`config.mk`:
```
export PLATFORM = sky130hd
export DESIGN_NAME = gowin_sdp_ram_pipe
export DESIGN_NICKNAME = d
export VERILOG_FILES = /design/src/rtl/gowin_dsp_pkg.sv /design/src/rtl/gowin_sdp_core.sv /design/src/rtl/gowin_sdp_ram_pipe.sv
export SDC_FILE = /design/constraint.sdc
export NUM_CORES = 2
export LEC_CHECK = 0
export CELL_PAD_IN_SITES_DETAIL_PLACEMENT = 1
export CELL_PAD_IN_SITES_GLOBAL_PLACEMENT = 1
export CORE_MARGIN = 3
export CORE_UTILIZATION = 55
export CTS_BUF_LIST = sky130_fd_sc_hd__clkbuf_8
export DETAILED_ROUTE_END_ITERATION = 7
export GPL_TIMING_DRIVEN = 0
export PLACE_DENSITY_LB_ADDON = 0.1
export REMOVE_ABC_BUFFERS = 1
export SKIP_CTS_REPAIR_TIMING = 1
export SYNTH_ARGS = -nofsm -noshare
export SYNTH_HDL_FRONTEND = slang
export SYNTH_MEMORY_MAX_BITS = 65536
export SYNTH_SLANG_ARGS = --single-unit
```
`constraint.sdc`:
```
create_clock -name clk -period 5.1 [get_ports clk]
set_input_delay 0.765 -clock clk [delete_from_list [all_inputs] [get_ports clk]]
set_output_delay 0.765 -clock clk [all_outputs]
set_load 0.03 [all_outputs]
```
`src/rtl/gowin_dsp_pkg.sv`:
```
// Shared constants and helpers for the Gowin DSP storage blocks.
package gowin_dsp_pkg;

    localparam int READ_MODE_BYPASS = 0;
    localparam int READ_MODE_PIPE   = 1;

    function automatic int nbytes(input int data_w, input int byte_w);
        return data_w / byte_w;
    endfunction

endpackage

```
`src/rtl/gowin_sdp_core.sv`:
```
// Simple dual-port array with byte-enable writes and a registered stage-1 read
// whose read-during-write result is fixed up by a registered bypass mux.
module gowin_sdp_core
    import gowin_dsp_pkg::*;
#(
    parameter int DATA_W  = 18,
    parameter int ADDR_W  = 8,
    parameter int BYTE_W  = 9,
    parameter int RDW_NEW = 0,
    localparam int NBYTES = nbytes(DATA_W, BYTE_W)
) (
    input  logic              clk,
    input  logic              resetn,
    input  logic              we_i,
    input  logic [ADDR_W-1:0] wa_i,
    input  logic [NBYTES-1:0] wbe_i,
    input  logic [DATA_W-1:0] din_i,
    input  logic              re_i,
    input  logic [ADDR_W-1:0] ra_i,
    output logic [DATA_W-1:0] rd_o
);

    logic [DATA_W-1:0] mem_q [2**ADDR_W];
    logic [DATA_W-1:0] arr_q;
    logic              col_q;
    logic              col_d;
    logic [NBYTES-1:0] byp_be_q;
    logic [DATA_W-1:0] byp_din_q;

    assign col_d = (RDW_NEW != 0) && we_i && (wa_i == ra_i);

    // NOTE: the array has no reset so it maps onto BSRAM; contents are undefined until written.
    always_ff @(posedge clk) begin
        if (we_i) begin
            for (int i = 0; i < NBYTES; i++) begin
                if (wbe_i[i]) mem_q[wa_i][i*BYTE_W +: BYTE_W] <= din_i[i*BYTE_W +: BYTE_W];
            end
        end
    end

    // NOTE: non-blocking assignments make a same-edge read of mem_q see the pre-write word;
    // the new-data variant is rebuilt from registered write data instead of touching the array path.
    always_ff @(posedge clk or negedge resetn) begin
        if (!resetn) begin
            arr_q     <= '0;
            col_q     <= 1'b0;
            byp_be_q  <= '0;
            byp_din_q <= '0;
        end else if (re_i) begin
            arr_q     <= mem_q[ra_i];
            col_q     <= col_d;
            byp_be_q  <= wbe_i;
            byp_din_q <= din_i;
        end
    end

    always_comb begin
        rd_o = arr_q;
        if (col_q) begin
            for (int i = 0; i < NBYTES; i++) begin
                if (byp_be_q[i]) rd_o[i*BYTE_W +: BYTE_W] = byp_din_q[i*BYTE_W +: BYTE_W];
            end
        end
    end

endmodule

```
`src/rtl/gowin_sdp_ram_pipe.sv`:
```
// Parametrised simple dual-port BSRAM with optional output register and read-valid flag.
module gowin_sdp_ram_pipe
    import gowin_dsp_pkg::*;
#(
    parameter int DATA_W    = 18,
    parameter int ADDR_W    = 8,
    parameter int BYTE_W    = 9,
    parameter int READ_MODE = READ_MODE_BYPASS,
    parameter int RDW_NEW   = 0,
    localparam int NBYTES   = nbytes(DATA_W, BYTE_W)
) (
    input  logic              clk,
    input  logic              resetn,
    input  logic              we,
    input  logic [ADDR_W-1:0] wa,
    input  logic [NBYTES-1:0] wbe,
    input  logic [DATA_W-1:0] din,
    input  logic              re,
    input  logic [ADDR_W-1:0] ra,
    input  logic              oce,
    output logic [DATA_W-1:0] dout,
    output logic              dout_valid
);

    if (DATA_W % BYTE_W != 0) begin : g_bad_width
        $error("gowin_sdp_ram_pipe: DATA_W (%0d) must be a multiple of BYTE_W (%0d)", DATA_W, BYTE_W);
    end
    if (READ_MODE > READ_MODE_PIPE) begin : g_bad_mode
        $error("gowin_sdp_ram_pipe: READ_MODE (%0d) must be 0 or 1", READ_MODE);
    end

    logic [DATA_W-1:0] rd1;
    logic              v1_q;

    gowin_sdp_core #(
        .DATA_W  (DATA_W),
        .ADDR_W  (ADDR_W),
        .BYTE_W  (BYTE_W),
        .RDW_NEW (RDW_NEW)
    ) u_core (
        .clk    (clk),
        .resetn (resetn),
        .we_i   (we),
        .wa_i   (wa),
        .wbe_i  (wbe),
        .din_i  (din),
        .re_i   (re),
        .ra_i   (ra),
        .rd_o   (rd1)
    );

    always_ff @(posedge clk or negedge resetn) begin
        if (!resetn) v1_q <= 1'b0;
        else         v1_q <= re;
    end

    if (READ_MODE == READ_MODE_PIPE) begin : g_pipe
        logic [DATA_W-1:0] dout_q;
        logic              dout_valid_q;

        // oce=0 freezes the output stage; stage 1 keeps moving, so callers stall re with it.
        always_ff @(posedge clk or negedge resetn) begin
            if (!resetn) begin
                dout_q       <= '0;
                dout_valid_q <= 1'b0;
            end else if (oce) begin
                dout_q       <= rd1;
                dout_valid_q <= v1_q;
            end
        end

        assign dout       = dout_q;
        assign dout_valid = dout_valid_q;
    end else begin : g_bypass
        logic unused_oce;
        assign unused_oce = oce;
        assign dout       = rd1;
        assign dout_valid = v1_q;
    end

endmodule
```
* Word-level counts from Yosys, hierarchy flattened
Memories as Yosys holds them, arrays and structs flattened. A register that Yosys moved wholly into a read port is not among the register bits. Cells that the tools add are included.
Word-level totals: input port bits 41, flip-flop bits (word level) 1, output and inout port bits 19, memory bits (writable) 4608, memories 1
Memory list:
- u_core.mem_q | depth 256, bits a word 18, read ports 1, clocked after memory_dff 1, write ports 1, line gowin_sdp_core.sv:23 | logic [DATA_W-1:0] mem_q [2**ADDR_W];
Operators by class: reduce and logical (&&, ||, !) cells 1, muxes and demuxes 6
Operators by type and width (number):
- $mux 1 | 6
- $logic_not 1->1 | 1

* Logic depth before layout (Yosys ltp)
depth after elaboration 3, depth in mapped cells 13, gate-level depth less buffers 7

* Hierarchy
Synthesis repeated with hierarchy kept, for this count alone.
Unflattened totals: cells, all modules 8839, area, all modules 180174.1 µm²
By module, submodules not included:
- gowin_sdp_core | instances 1, area an instance 180149.0 µm², cells each 8838
- gowin_sdp_ram_pipe | instances 1, area an instance 25.0 µm², cells each 1

* Worst setup path after synthesis
Ideal clock, no wire load.
path type input to register, start point input port ra[0], end point register u_core.arr_q[0] (read register of u_core.mem_q), data required time 4971 ps, path slack 2186 ps, library setup time 129 ps, arrival 2785 ps, cell stages on the path 11, cell sequence buf_6 > buf_12 > buf_8 > buf_6 > buf_8 > buf_6 > mux4_2 > a22oi_1 > nand3_1 > a32oi_1 > o31ai_1
RTL lines:
- start: declaration | line gowin_sdp_ram_pipe.sv:19 | input logic [ADDR_W-1:0] ra,
- end: declaration | line gowin_sdp_core.sv:24 | logic [DATA_W-1:0] arr_q;

==> results.sh <==
export IMPL_layoutNonFillerInstCount=13900
export IMPL_drive_above_1_share_pct=22.0
export IMPL_fmax_mhz=198
export IMPL_cts_root_buffer="clkbuf_8"
export IMPL_r2r_start="u_core.mem_q[87][17]"
export IMPL_synth_avg_cell_area_um2=21.0
export IMPL_dpl_instance_area_mm2=0.186
export IMPL_setup_violations_final=0
export IMPL_crit_buf_inv=4
export IMPL_hold_slack_ps=7.19
export IMPL_grt_max_degree=156
export IMPL_die_h_um=578
export IMPL_cts_tree="done"
export IMPL_dp_cells=12600
export IMPL_skew_ps=46.8
export IMPL_min_period_ps=5040
export IMPL_arrival_ps=6190
export IMPL_path_cells="buf_8 > buf_16 > clkinv_4 > buf_16 > nand2_1 > o22ai_1 > a2111oi_2 > o221ai_1 > nor3_2 > a221o_1"
export IMPL_core_mm2=0.325
export IMPL_drc=0
export IMPL_drt_wl_total_mm=527
export IMPL_rr_endpoint="u_core.arr_q[17]"
export IMPL_violations="capacitance limit, slew limit"
export IMPL_yosysUniqueCellTypes=81
export IMPL_vias_per_cell=6.71
export IMPL_crit_path_frequent_cell="buf_16"
export IMPL_pin_count=60
export IMPL_syn_area_mm2=0.180
export IMPL_synth_warnings=0
export IMPL_finalCritPeriodShare_pct=98.8
export IMPL_grt_overflow_total=0
export IMPL_worst_pin_slew_ps=1530
export IMPL_antenna_found_initial=40
export IMPL_ys_flop_type="edfxtp_1"
export IMPL_grt_use_total_pct=31.4
export IMPL_clk_pin_slew_ps=60
export IMPL_required_ps=6250
export IMPL_drt_iter0_markers=13600
export IMPL_cts_sinks=4627
export IMPL_vias=93500
export IMPL_post_drt_wl_per_cell_um=37.9
export IMPL_fin_nets=9046
export IMPL_clk_latency_ps=1270
export IMPL_total_leakage_power_nw=63.3
export IMPL_maxSlewViolCount=42
export IMPL_yosysSeqAreaShare_pct=77.2
export IMPL_area_growth_pct=10.9
export IMPL_power_density_mw_per_mm2=377
export IMPL_slowest_delay_ps=960
export IMPL_min_path_cells=1
export IMPL_total_power_mw=75.2
export IMPL_grt_pass1_vias=95700
export IMPL_reg2reg_depth=7
export IMPL_cp_startpoint="ra[2]"
export IMPL_path_class="primary input to flip-flop"
export IMPL_dp_slack_ps=-2530
export IMPL_rsz0062_at_grt="false"
export IMPL_worstHoldEndpoint="u_core.mem_q[126][6]"
export IMPL_start_util_pct=55.4
export IMPL_hp_class="primary input to flip-flop"
export IMPL_status="complete, but fails checks"
export IMPL_hpwl_mm=316
export IMPL_max_slew_margin_pct=-2.26
export IMPL_worstSetupStartpointType="primary input"
export IMPL_crit_cells=10
export IMPL_design_area_mm2=0.200
export IMPL_port_buffers=58
export IMPL_grt_pass1_wl_mm=736
export IMPL_synthArstFlopShare_pct=0.411
export IMPL_synth_edf_count=4608
export IMPL_maxCapViolations=3
export IMPL_routabilityCongestion=0.800
export IMPL_numCtsBuffers=733
export IMPL_vdd_drop_max_v=0.000298
export IMPL_setup_ws_ps=61.5
export IMPL_critPathTopFamily="buffers and inverters"
export IMPL_slowest_stage="a2111oi_2"
export IMPL_cp_end_kind="flip-flop"
export IMPL_finalHoldViolCount=0
export IMPL_r2r_setup_slack_ps=1620
export IMPL_final_antenna_net_count=0
export IMPL_yosys_register_bits=4627
export IMPL_hp_start="din[6]"
export IMPL_firstDrtPassIters=6
export IMPL_crit_fanout=69
export IMPL_cts_max_level=6
export IMPL_clockBufferDepth=4
export IMPL_syn_inst=8579
export IMPL_dieWidth_um=578
export IMPL_dieArea_mm2=0.334
export IMPL_num_rows=209
-- worst reg2reg max path: stages, from the launching register on --
cell and delay, ps:
edfxtp_1 330, mux4_2 250, mux2_2 220, o22ai_1 170
a2111oi_2 960, o221ai_1 660, nor3_2 620, a221o_1 200
-- routing by layer --
layer	wire (µm)	global-route usage [%]
met1	207000	45.1
met2	248000	48.5
met3	51300	6.38
met4	21100	11.3
met5	34	0
-- how the worst max path moves through the flow --
stage	slack, ps	endpoint
3_3_place_gp	-138320	u_core.arr_q[11]
4_1_cts	-1260	u_core.arr_q[8]
2_1_floorplan	-2210	u_core.arr_q[7]
3_5_place_dp	-2530	u_core.arr_q[8]
5_1_grt	90	u_core.arr_q[8]
6_report	60	u_core.arr_q[17]
-- flip-flops by register name (all words and copies together) (netlist names) --
signal	cells
u_core.mem_q	4608
u_core.arr_q	18
dout_valid	1
-- power breakdown --
group | switching (mW) | total, mW | internal [mW] | leakage [nW]
Combinational | 2.83 | 4.19 | 1.36 | 14.1
Sequential | 0.0685 | 42.0 | 41.9 | 41.6
Clock | 14.7 | 29.0 | 14.3 | 7.56
Total | 17.6 | 75.2 | 57.6 | 63.3
-- through the flow --
stage	utilization, %	setup TNS [ps]
after floorplan	-	-32020
after global placement	56.1	-
after detailed placement	57.3	-1196930
after CTS	61.3	-6440
after global routing	61.4	0
final	61.4	0
-- layout by cell type, fill, tap and decap left out, drive strengths merged, types with 24 or more instances in the layout --
cell,count
inv,260
nor3,52
nor2,595
edfxtp,4608
clkbuf,765
o21ai,101
clkinv,269
nor4,24
nand2,212
o221ai,104
o22ai,191
mux2i,550
a31oi,32
buf,183
a22oi,98
nand4,36
a21oi,94
nand3,66
a211oi,51
mux4,940
a2111oi,39
clkdlybuf4s50,31
-- area by class of cell --
type                            instances  area, µm²
Timing Repair Buffer                  228       4400
Clock inverter                        553       2670
Inverter                                9       46.3
Tap cell                             4325       5410
Multi-Input combinational cell       3406      37700
Fill cell                           26900     125000
Clock buffer                          758      10400
Antenna cell                           20       50.0
Sequential cell                      4627     139000
-- cells in the mapped netlist, types with 19 or more instances --
library cell  instances  area share (%)
buf_4                53            0.22
a211oi_1             51            0.21
nor3_1               52            0.14
nand4_1              36            0.13
mux4_2              919              12
a2111oi_0            35            0.17
nand3_1              66            0.18
o22ai_1             191            0.66
o21ai_0              96            0.27
clkbuf_1            184            0.38
mux2i_1             550             3.1
dfrtp_1              19            0.26
nand2_1             212            0.44
a21oi_1              94            0.26
buf_8                30            0.25
a22oi_1              98            0.41
buf_2               150            0.42
a31oi_1              32            0.11
nor2b_1              20           0.070
nor4_1               24           0.083
o221ai_1            102            0.50
nor2_1              595             1.2
buf_6                85            0.53
edfxtp_1           4608              77
mux4_1               21            0.31
-- logic make-up after synthesis --
kind of cell           synth area share (%)
DFF                                    77.2
and+or+nand+nor                        2.57
buffers and inverters                  2.07
muxes                                  15.0
AOI/OAI and AO/OA                      3.21
Power figures use the tool's default switching activity.
